===== src/rtl/pulse_stretch_tx.sv =====
// Rising-edge to fixed-width pulse generator: HIGH_CNT cycles high, then at least LOW_CNT cycles low.
// Define PULSE_STRETCH_TX_QUEUE_EN to queue events that arrive mid-pulse instead of dropping them.
module pulse_stretch_tx #(
    parameter int HIGH_CNT = 8,
    parameter int LOW_CNT  = 8,
    parameter int PEND_MAX = 3,
    parameter int CNT_W    = $clog2(((HIGH_CNT > LOW_CNT) ? HIGH_CNT : LOW_CNT) + 1),
    parameter int PEND_W   = $clog2(PEND_MAX + 1)
) (
    input  logic              clk,
    input  logic              rst_n,
    input  logic              i_data,
    output logic              o_data,
    output logic              o_busy,
    output logic              o_drop,
    output logic [PEND_W-1:0] o_pend
);

    typedef enum logic [1:0] {
        IDLE = 2'd0,
        HIGH = 2'd1,
        GAP  = 2'd2
    } state_t;

    state_t           state_reg, state_next;
    logic [CNT_W-1:0] cnt_reg, cnt_next;
    logic             prev_reg;
    logic             data_reg, busy_reg, drop_reg;
    logic             drop_next;
    logic             event_w;
    logic             pend_avail;
    logic             take_pend;
    logic             extra_event;

    assign event_w = i_data & ~prev_reg;

`ifdef PULSE_STRETCH_TX_QUEUE_EN
    logic [PEND_W-1:0] pend_reg, pend_next;
    logic              pend_full;

    assign pend_avail = (pend_reg != '0);
    assign pend_full  = (pend_reg >= PEND_W'(PEND_MAX));

    // Room is judged on the pre-update count, so a full queue drops even while launching.
    always_comb begin
        pend_next = pend_reg;
        drop_next = 1'b0;
        if (extra_event && !pend_full) begin
            pend_next = pend_next + 1'b1;
        end
        if (extra_event && pend_full) begin
            drop_next = 1'b1;
        end
        if (take_pend) begin
            pend_next = pend_next - 1'b1;
        end
    end

    always_ff @(posedge clk or negedge rst_n) begin
        if (!rst_n) begin
            pend_reg <= '0;
        end else begin
            pend_reg <= pend_next;
        end
    end

    assign o_pend = pend_reg;
`else
    assign pend_avail = 1'b0;
    assign drop_next  = extra_event;
    assign o_pend     = '0;
`endif

    // An event is consumed directly only when it launches a pulse from an empty queue.
    assign extra_event = event_w && ((state_reg != IDLE) || pend_avail);

    always_comb begin
        state_next = state_reg;
        cnt_next   = cnt_reg;
        take_pend  = 1'b0;
        case (state_reg)
            IDLE: begin
                if (event_w || pend_avail) begin
                    state_next = HIGH;
                    cnt_next   = CNT_W'(HIGH_CNT - 1);
                    take_pend  = pend_avail;
                end
            end
            HIGH: begin
                if (cnt_reg == '0) begin
                    state_next = GAP;
                    cnt_next   = CNT_W'(LOW_CNT - 1);
                end else begin
                    cnt_next = cnt_reg - 1'b1;
                end
            end
            GAP: begin
                if (cnt_reg == '0) begin
                    state_next = IDLE;
                end else begin
                    cnt_next = cnt_reg - 1'b1;
                end
            end
            default: begin
                state_next = IDLE;
                cnt_next   = '0;
            end
        endcase
    end

    // Outputs are registered from the next state so they line up with state_reg.
    always_ff @(posedge clk or negedge rst_n) begin
        if (!rst_n) begin
            state_reg <= IDLE;
            cnt_reg   <= '0;
            prev_reg  <= 1'b1;
            data_reg  <= 1'b0;
            busy_reg  <= 1'b0;
            drop_reg  <= 1'b0;
        end else begin
            state_reg <= state_next;
            cnt_reg   <= cnt_next;
            prev_reg  <= i_data;
            data_reg  <= (state_next == HIGH);
            busy_reg  <= (state_next != IDLE);
            drop_reg  <= drop_next;
        end
    end

    assign o_data = data_reg;
    assign o_busy = busy_reg;
    assign o_drop = drop_reg;

endmodule


===== config.mk =====
export PLATFORM = sky130hd
export DESIGN_NAME = pulse_stretch_tx
export DESIGN_NICKNAME = d
export VERILOG_FILES = /design/src/rtl/pulse_stretch_tx.sv
export SDC_FILE = /design/constraint.sdc
export NUM_CORES = 1
export LEC_CHECK = 0
export ABC_AREA = 1
export ABC_CLOCK_PERIOD_IN_PS = 3600
export BUFFER_PORTS_ARGS = -buffer_cell sky130_fd_sc_hd__clkbuf_2
export CORE_AREA = 2 2 39 41
export DETAILED_ROUTE_END_ITERATION = 10
export DIE_AREA = 0 0 41 43
export PLACE_DENSITY = 0.59
export SYNTH_ARGS = -nofsm -noshare
export SYNTH_HDL_FRONTEND = slang
export SYNTH_SLANG_ARGS = --single-unit

===== constraint.sdc =====
create_clock -name clk -period 3.6 [get_ports clk]
set_input_delay 1.08 -clock clk [delete_from_list [all_inputs] [get_ports clk]]
set_output_delay 1.08 -clock clk [all_outputs]
set_load 0.01 [all_outputs]

Word level (Yosys, flattened, before mapping)
Cells that the tools add are included.
{"block": "classes", "addsub": 1, "n_eq_ne": 5, "mux": 8, "bitwise_logic": 2, "n_reduce_logical": 6}
{"cell": "$mux 4", "count": 3}
{"cell": "$pmux 4 s3", "count": 1}
{"cell": "$mux 2", "count": 3}
{"cell": "$pmux 2 s3", "count": 1}
{"cell": "$eq 2x1->1 const B", "count": 2}
{"cell": "$logic_not 4->1", "count": 1}
{"cell": "$ne 2x2->1 const B", "count": 2}
{"cell": "$reduce_bool 2->1", "count": 2}
{"cell": "$sub 4x1->4 const B", "count": 1}
{"cell": "$eq 2x2->1 const B", "count": 1}
{"cell": "$logic_not 2->1", "count": 1}
{"cell": "$reduce_and 2->1", "count": 1}
{"cell": "$and 1x1->1", "count": 1}
{"cell": "$logic_and 1x1->1", "count": 1}
{"cell": "$not 1->1", "count": 1}
{"block": "word_totals", "register_bits": 10, "in_bits": 3, "output_inout_bits": 5, "wordCells": 28}

Depth between registers and ports, before layout
{"block": "depth", "depth_word": 5, "mapped_depth": 7, "mapped_depth_nobuf": 7}

Worst setup path after synthesis
OpenSTA, ideal clock, no wires.
{"block": "synth_timing", "path_kind": "input to register", "startpoint": "input i_data", "endpoint": "register cnt_reg[2]", "setup_ns": 0.118, "arrival_ns": 1.422, "required_ns": 3.482, "setup_slack_ns": 2.060, "path_stages": 5, "n_path_buf": 0, "cell_sequence": "nand2_1 nand2_2 nand2_2 nand2_1 nand2_1"}
{"block": "synth_via", "elab_chain_len": 3}
{"element": "start, declared", "line": "12", "rtl": "input logic i_data,"}
{"element": "$and 1x1->1", "line": "35", "rtl": "assign event_w = i_data & ~prev_reg;"}
{"element": "$ne 2x2->1 (no line)"}
{"element": "$reduce_and 2->1 (no line)"}
{"element": "end signal, assigned", "line": "122", "rtl": "cnt_reg <= cnt_next;"}
{"element": "end, declared", "line": "26", "rtl": "logic [CNT_W-1:0] cnt_reg, cnt_next;"}
Every way passes these cells.
A chain may end at the register's enable or synchronous reset.

Worst setup path in the final report
{"block": "layout_timing", "startpoint": "register busy_reg (netlist: o_busy)", "endpoint": "output o_busy"}
{"element": "start, declared", "line": "28", "rtl": "logic data_reg, busy_reg, drop_reg;"}
{"element": "start signal, assigned", "line": "125", "rtl": "busy_reg <= (state_next != IDLE);"}
{"element": "end, declared", "line": "14", "rtl": "output logic o_busy,"}
No word-level cell between the ends.

==> results.cfg <==
[run_status]
status = finished clean

[grt]
antenna_found_initial = 0
grt_overflow = 0
grt_pass1_vias = 415
grt_pass1_wl_um = 1670
grt_usage = 0.148
grt_max_degree = 11

[routing]
vias_per_cell = 4.76
drt_iter0_drc = 8
ant_nets = 0
wl_per_cell_um = 10.1
dr_total_vias = 433
detail_route.first_pass.iterations = 4
wl_um = 923
drc = 0

[placement]
gp_congestion = 0.800
dp_hpwl_um = 725
port_buffers = 5

[cts]
cts_tree = built
clockBufferDepth = 2
ctsHoldBuffers = 0
cts_sinks = 10
post_cts_resized = 0
htree_num_levels = 1
cts-root-buf = clkbuf_4
cts_buffers = 3
cts_setup_buffers = 0
path_clk_slew_ns = 0.07
clock_latency_ns = 0.27

[floorplan]
io_pins = 8
core_mm2 = 0.00138
core.rowCount = 14
start_util = 0.374
dieArea_mm2 = 0.00176
die_y_um = 43
die_w_um = 41

[flow_run]
drv_cap = 0

[critical_path]
r2r_start = cnt_reg[0]
critPathArrivalTime_ns = 0.75
crit_type = flip-flop to output pin
worst-path-stages = 1
crit_required_ns = 2.52
crit_family = flip-flops
endpoint_kind = output pin
slowest_delay_ns = 0.36
r2r_slack_ns = 2.23
crit_path_max_fanout = 1
slowest_stage = dfrtp_1
reg2regPathDepth = 7
regToRegEndpoint = state_reg[0]
crit_buf_inv = 1
worstPathCellList = clkbuf_2
critPathLaunchType = flip-flop

[pwr]
p_leak_nw = 0.319
pwr-share-comb = 0.458
power.internal_w = 0.000287
powerDensity_mw_per_mm2 = 883
pwr-share-clk = 0.165
switchingPower_w = 0.000223
ir_drop_mv = 0.364
p_sw_frac = 0.437
p_seq_frac = 0.377

[hold_path]
min_from = cnt_reg[0]
hold_path.class = flip-flop to flip-flop
min_path_cells = 2
min_to = cnt_reg[0]

[logic_synthesis]
syn_inst = 67
yosys_most_used_dff = dfrtp_1
yosys.area.top_type = dfrtp_1
synth.area.top_cells = dfrtp_1 (43%), nand2_1 (13%), inv_1 (8.0%), nand3_1 (5.8%), dfstp_2 (5.1%)
ys_ff_latch = 10
synth_most_common_cell = nand2_1
synthTopCellsByCount = nand2_1 (18), inv_1 (11), dfrtp_1 (9)
synth_area_per_cell_um2 = 7.73
synth_area_um2 = 518
synthArstFlopShare = 1.00
synth_edf_count = 0
synth_top_area_frac = 0.435
synth_cell_types = 17
yosysSeqAreaShare = 0.486
ys_warn_count = 0

[finish]
area_growth_pct = 11.6
largest_register_ff_count = 4
final_nets = 80
diodes = 0
drive_above_1_share = 0.200

[timing]
final.setup_skew_ns = 0.00596
slew_violations = 0
rsz0062_at_grt = no
fin_crit_sh = 0.509
setup_viol = 0
max_clock_freq_mhz = 546
hold_viol = 0
whs_ns = 0.485
final.setup.tns_ns = 0
finalCriticalPeriod_ns = 1.83
[final cells by class]
cell class,count,area (um2)
repair buffers,5,25.0
inverters,12,45.0
well taps,16,20.0
multi-input cells,44,210
flip-flops and latches,10,251
fillers,149,806
clock buffers,4,26.3
[worst min-delay path, delay by kind of cell, from the launching register on]
kind / cells / cell delay [ns]
simple gates: 2 / 0.10
flops: 1 / 0.35
[worst max path at each step]
stage	slack, ns	endpoint	startpoint
after global placement	1.92	cnt_reg[3]	i_data
after detailed placement	1.89	cnt_reg[1]	i_data
after floorplan	2.06	cnt_reg[2]	i_data
after global routing	1.74	o_drop	o_drop
final	1.77	o_busy	o_busy
after CTS	1.77	o_busy	o_busy
[power by group through the flow]
stage	logic, W	clock network, W	registers [W]
after floorplan	0.000177	0	0.000194
after global placement	0.000235	0	0.000193
after detailed placement	0.000236	0	0.000194
after CTS	0.000237	0.0000852	0.000192
after global routing	0.000274	0.0000913	0.000198
final	0.000234	0.0000842	0.000192
[routing by layer]
metal  GRT usage  part of all wire  vias to the layer above
met2       0.209              0.47                       12
met3      0.0471             0.063                        5
met1       0.174              0.42                      197
met4       0.120             0.043                        0
li1            -                 -                      219
met5           0                 0                        -
[kinds of logic (layout without fill, tap and decap cells)]
| group | count (synthesis) | count (layout) | share of synthesized area |
|---|---|---|---|
| AND/OR/NAND/NOR | 38 | 38 | 0.338 |
| buffers and inverters | 14 | 21 | 0.116 |
| other | 1 | 2 | 0.00724 |
| adder cells (fa/ha/maj) | 1 | 1 | 0.0242 |
| AO/OA/AOI/OAI | 3 | 3 | 0.0290 |
| flip-flops | 10 | 10 | 0.486 |
[cells in the final DEF (no fill, tap or decap)]
master	synthesis	layout
clkbuf_1	0	1
clkbuf_2	0	5
clkbuf_4	0	3
conb_1	1	2
dfrtp_1	9	9
dfstp_2	1	1
ha_1	1	1
inv_1	11	11
inv_2	1	1
nand2_1	18	18
nand2_2	2	2
nand3_1	6	6
nand3_2	1	1
nand4_1	3	3
nor2_1	5	5
nor2_2	2	2
nor3_1	1	1
o21ai_0	2	2
o21ai_1	1	1
[through the flow]
step / utilization / std cells / area, um2 / setup WS (ns) / power (W)
floorplan: - / 68 / 522 / 2.06 / 0.000371
global placement: 0.399 / 87 / 552 / 1.92 / 0.000428
detailed placement: 0.399 / 87 / 552 / 1.89 / 0.000430
CTS: 0.418 / 91 / 578 / 1.77 / 0.000515
global route: 0.418 / 91 / 578 / 1.74 / 0.000563
finish: 0.418 / 91 / 578 / 1.77 / 0.000510
Note: power is estimated with default switching activity, not from simulation.
